[src/rtl/determ_mult_seq_pkg.sv]
// rtl/determ_mult_seq_pkg.sv - shared state encodings and width helper for determ_mult_seq
package determ_mult_seq_pkg;

    localparam logic [1:0] S_IDLE = 2'd0;
    localparam logic [1:0] S_RUN  = 2'd1;
    localparam logic [1:0] S_DONE = 2'd2;

    // The ones-count spans 0..L^2 inclusive, which needs one bit beyond 2N.
    function automatic int count_width(input int n);
        return 2 * n + 1;
    endfunction

endpackage

[src/rtl/determ_mult_seq_determ_mult.sv]
// rtl/determ_mult_seq_determ_mult.sv - bipolar stochastic multiplier, one XNOR gate
module determ_mult (
    input  logic i_a,
    input  logic i_b,
    output logic o_y
);

    assign o_y = ~(i_a ^ i_b);

endmodule

[src/rtl/determ_mult_seq.sv]
// rtl/determ_mult_seq.sv - clock-division sequencer producing an exact bipolar product count
module determ_mult_seq
    import determ_mult_seq_pkg::*;
#(
    parameter int N = 4
) (
    input  logic                              CLK,
    input  logic                              nRST,
    input  logic                              start,
    input  logic                              stop,
    input  logic [N:0]                        ka,
    input  logic [N:0]                        kb,
    output logic                              busy,
    output logic                              done,
    output logic                              a_bit,
    output logic                              b_bit,
    output logic                              y_bit,
    output logic [count_width(N)-1:0]         count
);

    localparam int         CW    = count_width(N);
    localparam logic [N:0] L_LVL = {1'b1, {N{1'b0}}};

    logic [1:0]    r_state;
    logic [N-1:0]  r_i;
    logic [N-1:0]  r_j;
    logic [N:0]    r_ka;
    logic [N:0]    r_kb;
    logic [CW-1:0] r_count;

    logic          w_run;
    logic          w_last;
    logic          w_a;
    logic          w_b;
    logic          w_y;
    logic [N:0]    w_ka_clamped;
    logic [N:0]    w_kb_clamped;

    assign w_ka_clamped = (ka > L_LVL) ? L_LVL : ka;
    assign w_kb_clamped = (kb > L_LVL) ? L_LVL : kb;

    assign w_run  = (r_state == S_RUN);
    assign w_last = (r_i == {N{1'b1}}) && (r_j == {N{1'b1}});

    // Streams are gated by RUN so idle outputs settle to a=0, b=0, y=1.
    assign w_a = w_run && ({1'b0, r_i} < r_ka);
    assign w_b = w_run && ({1'b0, r_j} < r_kb);

    determ_mult u_mult (
        .i_a (w_a),
        .i_b (w_b),
        .o_y (w_y)
    );

    always_ff @(posedge CLK) begin
        if (!nRST) begin
            r_state <= S_IDLE;
            r_i     <= '0;
            r_j     <= '0;
            r_ka    <= '0;
            r_kb    <= '0;
            r_count <= '0;
        end else begin
            case (r_state)
                S_IDLE: begin
                    if (start && !stop) begin
                        r_state <= S_RUN;
                        r_ka    <= w_ka_clamped;
                        r_kb    <= w_kb_clamped;
                        r_count <= '0;
                        r_i     <= '0;
                        r_j     <= '0;
                    end
                end
                S_RUN: begin
                    r_count <= r_count + {{(CW-1){1'b0}}, w_y};
                    r_i     <= r_i + 1'b1;
                    if (r_i == {N{1'b1}}) begin
                        r_j <= r_j + 1'b1;
                    end
                    // Abort outranks completion, even on the final cycle.
                    if (stop) begin
                        r_state <= S_IDLE;
                    end else if (w_last) begin
                        r_state <= S_DONE;
                    end
                end
                S_DONE: begin
                    r_state <= S_IDLE;
                end
                default: begin
                    r_state <= S_IDLE;
                end
            endcase
        end
    end

    assign busy  = w_run;
    assign done  = (r_state == S_DONE);
    assign a_bit = w_a;
    assign b_bit = w_b;
    assign y_bit = w_y;
    assign count = r_count;

endmodule

[config.mk]
export PLATFORM = sky130hd
export DESIGN_NAME = determ_mult_seq
export DESIGN_NICKNAME = d
export VERILOG_FILES = /design/src/rtl/determ_mult_seq_pkg.sv /design/src/rtl/determ_mult_seq_determ_mult.sv /design/src/rtl/determ_mult_seq.sv
export SDC_FILE = /design/constraint.sdc
export NUM_CORES = 1
export LEC_CHECK = 0
export CAP_MARGIN = 20
export CORE_UTILIZATION = 55
export DETAILED_ROUTE_END_ITERATION = 8
export HOLD_SLACK_MARGIN = 0.05
export PLACE_DENSITY_LB_ADDON = 0.05
export SLEW_MARGIN = 20
export SYNTH_ARGS = -nofsm -noshare
export SYNTH_HDL_FRONTEND = slang
export SYNTH_HIERARCHICAL = 1
export SYNTH_SLANG_ARGS = --single-unit
[constraint.sdc]
create_clock -name CLK -period 6.4 [get_ports CLK]
set_clock_uncertainty 0.15 [all_clocks]
set_input_delay 1.28 -clock CLK [delete_from_list [all_inputs] [get_ports CLK]]
set_output_delay 1.28 -clock CLK [all_outputs]
set_load 0.03 [all_outputs]
==> metrics.md <==
| Metric | Value |
|---|---|
| Outcome | finished clean |
| First-pass GRT wire length | approximately 4.8 mm |
| FF/Latch Area | just under 600 sq um |
| # nets final | about 220 |
| Flop2flop setup slack | approximately 3.3 ns |
| Rel. slew slack | 53.47% |
| Final wirelength | approximately 3.0 mm |
| Initial antenna violation count | 0 |
| Final Hold Viols | 0 |
| Static leakage | between 0.6 and 0.7 nW |
| Slew @ Worst Pin | approximately 0.7 ns |
| CTS sink cnt | 29 |
| Filler cells | around 210 |
| Worst EP arrival | approximately 3 ns |
| All-Layer GR Usage | about a quarter |
| Fraction of layout cells with a size suffix above 1 | 4.000% |
| CP Max Fanout | 17 |
| CTS Root Cell | clkbuf_4 |
| Synthesized area | 0.001469 sq mm |
| GRT overflow | 0 |
| Core region area | approximately 0.0025 sq mm |
| Cells after Synth | approximately 170 |
| CTS Buf Count | 5 |
| Min Hold Slack | 0.3289 ns |
| Synthesis-stage register bit count | 29 |
| Post-CTS Resized | 0 |
| Max-capacitance violation count | 0 |
| Vias | about 1300 |
| Top FF cell, synth | dfxtp_1 |
| Initial Util | 58.76% |
| Maximum clock rate | 0.2294 GHz |
| DIE AREA | around 0.0029 sq mm |
| CP endpoint kind | output pin |
| Sequential area share after synthesis | roughly two fifths |
| Worst VDD drop | between 0.15 and 0.2 mV |
| Die W | between 50 and 60 um |
| DP HPWL | 2.050 mm |
| H-tree depth | 2 |
| DRT iter0 DRCs | 29 |
| HP Start | count[8] |
| Hold Buf Count CTS | 0 |
| Worst hold stages | 1 |
| Worst r2r src | r_state[1] |
| Largest net degree at the start of global routing | 33 |
| Ys async rst share | 0% |
| Number of distinct library cells after synthesis | 36 |
| Synth warn | 6 |
| EDFF count, synth | 0 |
| Routed Antenna Nets | 0 |
| Wire per inst | around 13 um |
| Boundary Pins | 28 |
| Area grow syn2layout | 21.55% |
| CTS tree | built |
| Mapped Nets | slightly below 200 |
| FF-to-FF path depth | 10 |
| Pre-CTS WS | 2.429 ns |
| Vias per cell | around 5.7 |
| Worst hold path type | reg -> reg |
| Setup Crit Path Kind | reg -> out |
| Final setup viols | 0 |
| Number of global-route vias before repair | 1082 |
| Synth Area per Inst | 8.540 sq um |
| Worst Hold End | count[8] |
| Multi-input gate area | around 800 sq um |
| Post-CTS Setup Bufs | 0 |
| Final period utilization | 68.10% |
| Routability cong. | roughly 0.81 |
| Fin Setup TNS | 0 ns |
| Worst path required time | 4.97 ns |
| Residual DRC | 0 |
| PnR worst setup slack | about 2.0 ns |
| Fin crit period | roughly 4.4 ns |
| RSZ-0062 raised after global routing | false |
| Clk_lat worst skew | around 0.32 ns |
| Detailed Routing Iterations Pass 1 | 4 |
| # port buffers | 27 |
| Max Transition Viols Final | 0 |
| Worst Setup Start Kind | flip-flop |
| CTS max path bufs | 2 |
| # rows | 18 |
| Clock Pin Slew Worst Setup and Hold Paths | around 0.09 ns |
| Ant diodes | 0 |
| Power Dens Cells | roughly 190 mW/mm^2 |
| Die H | 53.68 um |
| R2r endpoint | count[6] |
logic make-up after synthesis:
logic type / Yosys count / synth area share (%)
buffers and inverters: 20 / 6.814
and+or+nand+nor: 70 / 24.70
AOI/OAI and AO/OA: 33 / 13.80
DFF: 29 / 39.52
xor gates and xnor gates: 4 / 2.385
adders and majority gates: 10 / 8.518
muxes: 6 / 4.259
report_power, final:
group	internal (mW)	total, mW	leakage [nW]	switching [mW]
sequential	0.184	0.186	0.235	0.00239
clock	0.0437	0.107	0.0265	0.0635
combinational	0.0176	0.0392	0.383	0.0216
layout by cell type, fill, tap and decap left out, drive strengths merged, types with 3 or more instances in the layout:
cell	count
o31ai	3
and2	3
nand3	9
nand4	4
clkbuf	8
clkdlybuf4s50	27
o21ai	4
a21oi	17
nor2	19
xnor2	3
nor3b	8
inv	11
nand2	15
dfxtp	29
ha	10
mux2i	4
through the flow:
step / total power [mW] / utilization, % / instances / cell area (sq um)
finish: 0.3326 / 71.42 / 230 / 1785
global route: 0.3472 / 71.42 / 230 / 1785
CTS: 0.3329 / 70.82 / 229 / 1770
detailed placement: 0.2283 / 68.87 / 221 / 1722
global placement: 0.2270 / 68.87 / 221 / 1722
floorplan: 0.2140 / - / 172 / 1469
layout make-up:
cell class,count,share of cell area [%]
well taps,30,2.102
flip-flops and latches,29,32.52
inverters,12,2.523
clock buffers,8,2.733
multi-input cells,123,44.15
repair buffers,28,15.98
sequential cells by signal, summed over array words and instances, names as in the netlist:
register  flops
r_kb          5
r_j           4
r_ka          5
r_i           4
r_state       2
count         9
worst max-delay path, stage by stage, from the launching register on:
cell and delay [ns]:
dfxtp_1 0.35, nand2b_1 0.47, clkinv_1 0.55, nand2_1 0.19, o31ai_1 0.12, xnor2_1 0.22
clkdlybuf4s50_1 0.70
how the worst max path moves through the flow:
stage / to / cells after the start / from / slack, ns
after global routing: y_bit / 6 / r_state[1] / 1.82
final: y_bit / 6 / r_state[1] / 2.04
after detailed placement: y_bit / 6 / r_state[1] / 2.43
after CTS: y_bit / 6 / r_state[1] / 2.05
after floorplan: y_bit / 5 / r_j[2] / 2.85
after global placement: y_bit / 6 / r_state[1] / 2.53
synthesized netlist by cell type (2+ instances only):
| library cell | n | area share, % |
|---|---|---|
| a21oi_1 | 17 | 5.8 |
| a311oi_1 | 2 | 1.2 |
| and2_1 | 3 | 1.3 |
| buf_2 | 2 | 0.68 |
| buf_6 | 3 | 2.3 |
| clkbuf_1 | 3 | 0.77 |
| dfxtp_1 | 29 | 40 |
| ha_1 | 10 | 8.5 |
| inv_1 | 11 | 2.8 |
| mux2_2 | 2 | 1.5 |
| mux2i_1 | 4 | 2.7 |
| nand2_1 | 15 | 3.8 |
| nand3_1 | 9 | 3.1 |
| nand4_1 | 4 | 1.7 |
| nor2_1 | 19 | 4.9 |
| nor2b_1 | 2 | 0.85 |
| nor3b_1 | 8 | 4.1 |
| o21a_1 | 2 | 1.0 |
| o21ai_0 | 4 | 1.4 |
| o31ai_1 | 3 | 1.5 |
| or3_1 | 2 | 0.85 |
| or4_1 | 2 | 1.0 |
| xnor2_1 | 3 | 1.8 |
per-layer routing:
layer,vias to the layer above,GRT usage (%),wire length [um]
li1,660,-,-
met1,606,27.95,1375
met2,31,39.71,1444
met3,5,5.932,113
met4,0,11.40,46
met5,-,0,0
Power figures use the tool's default switching activity.
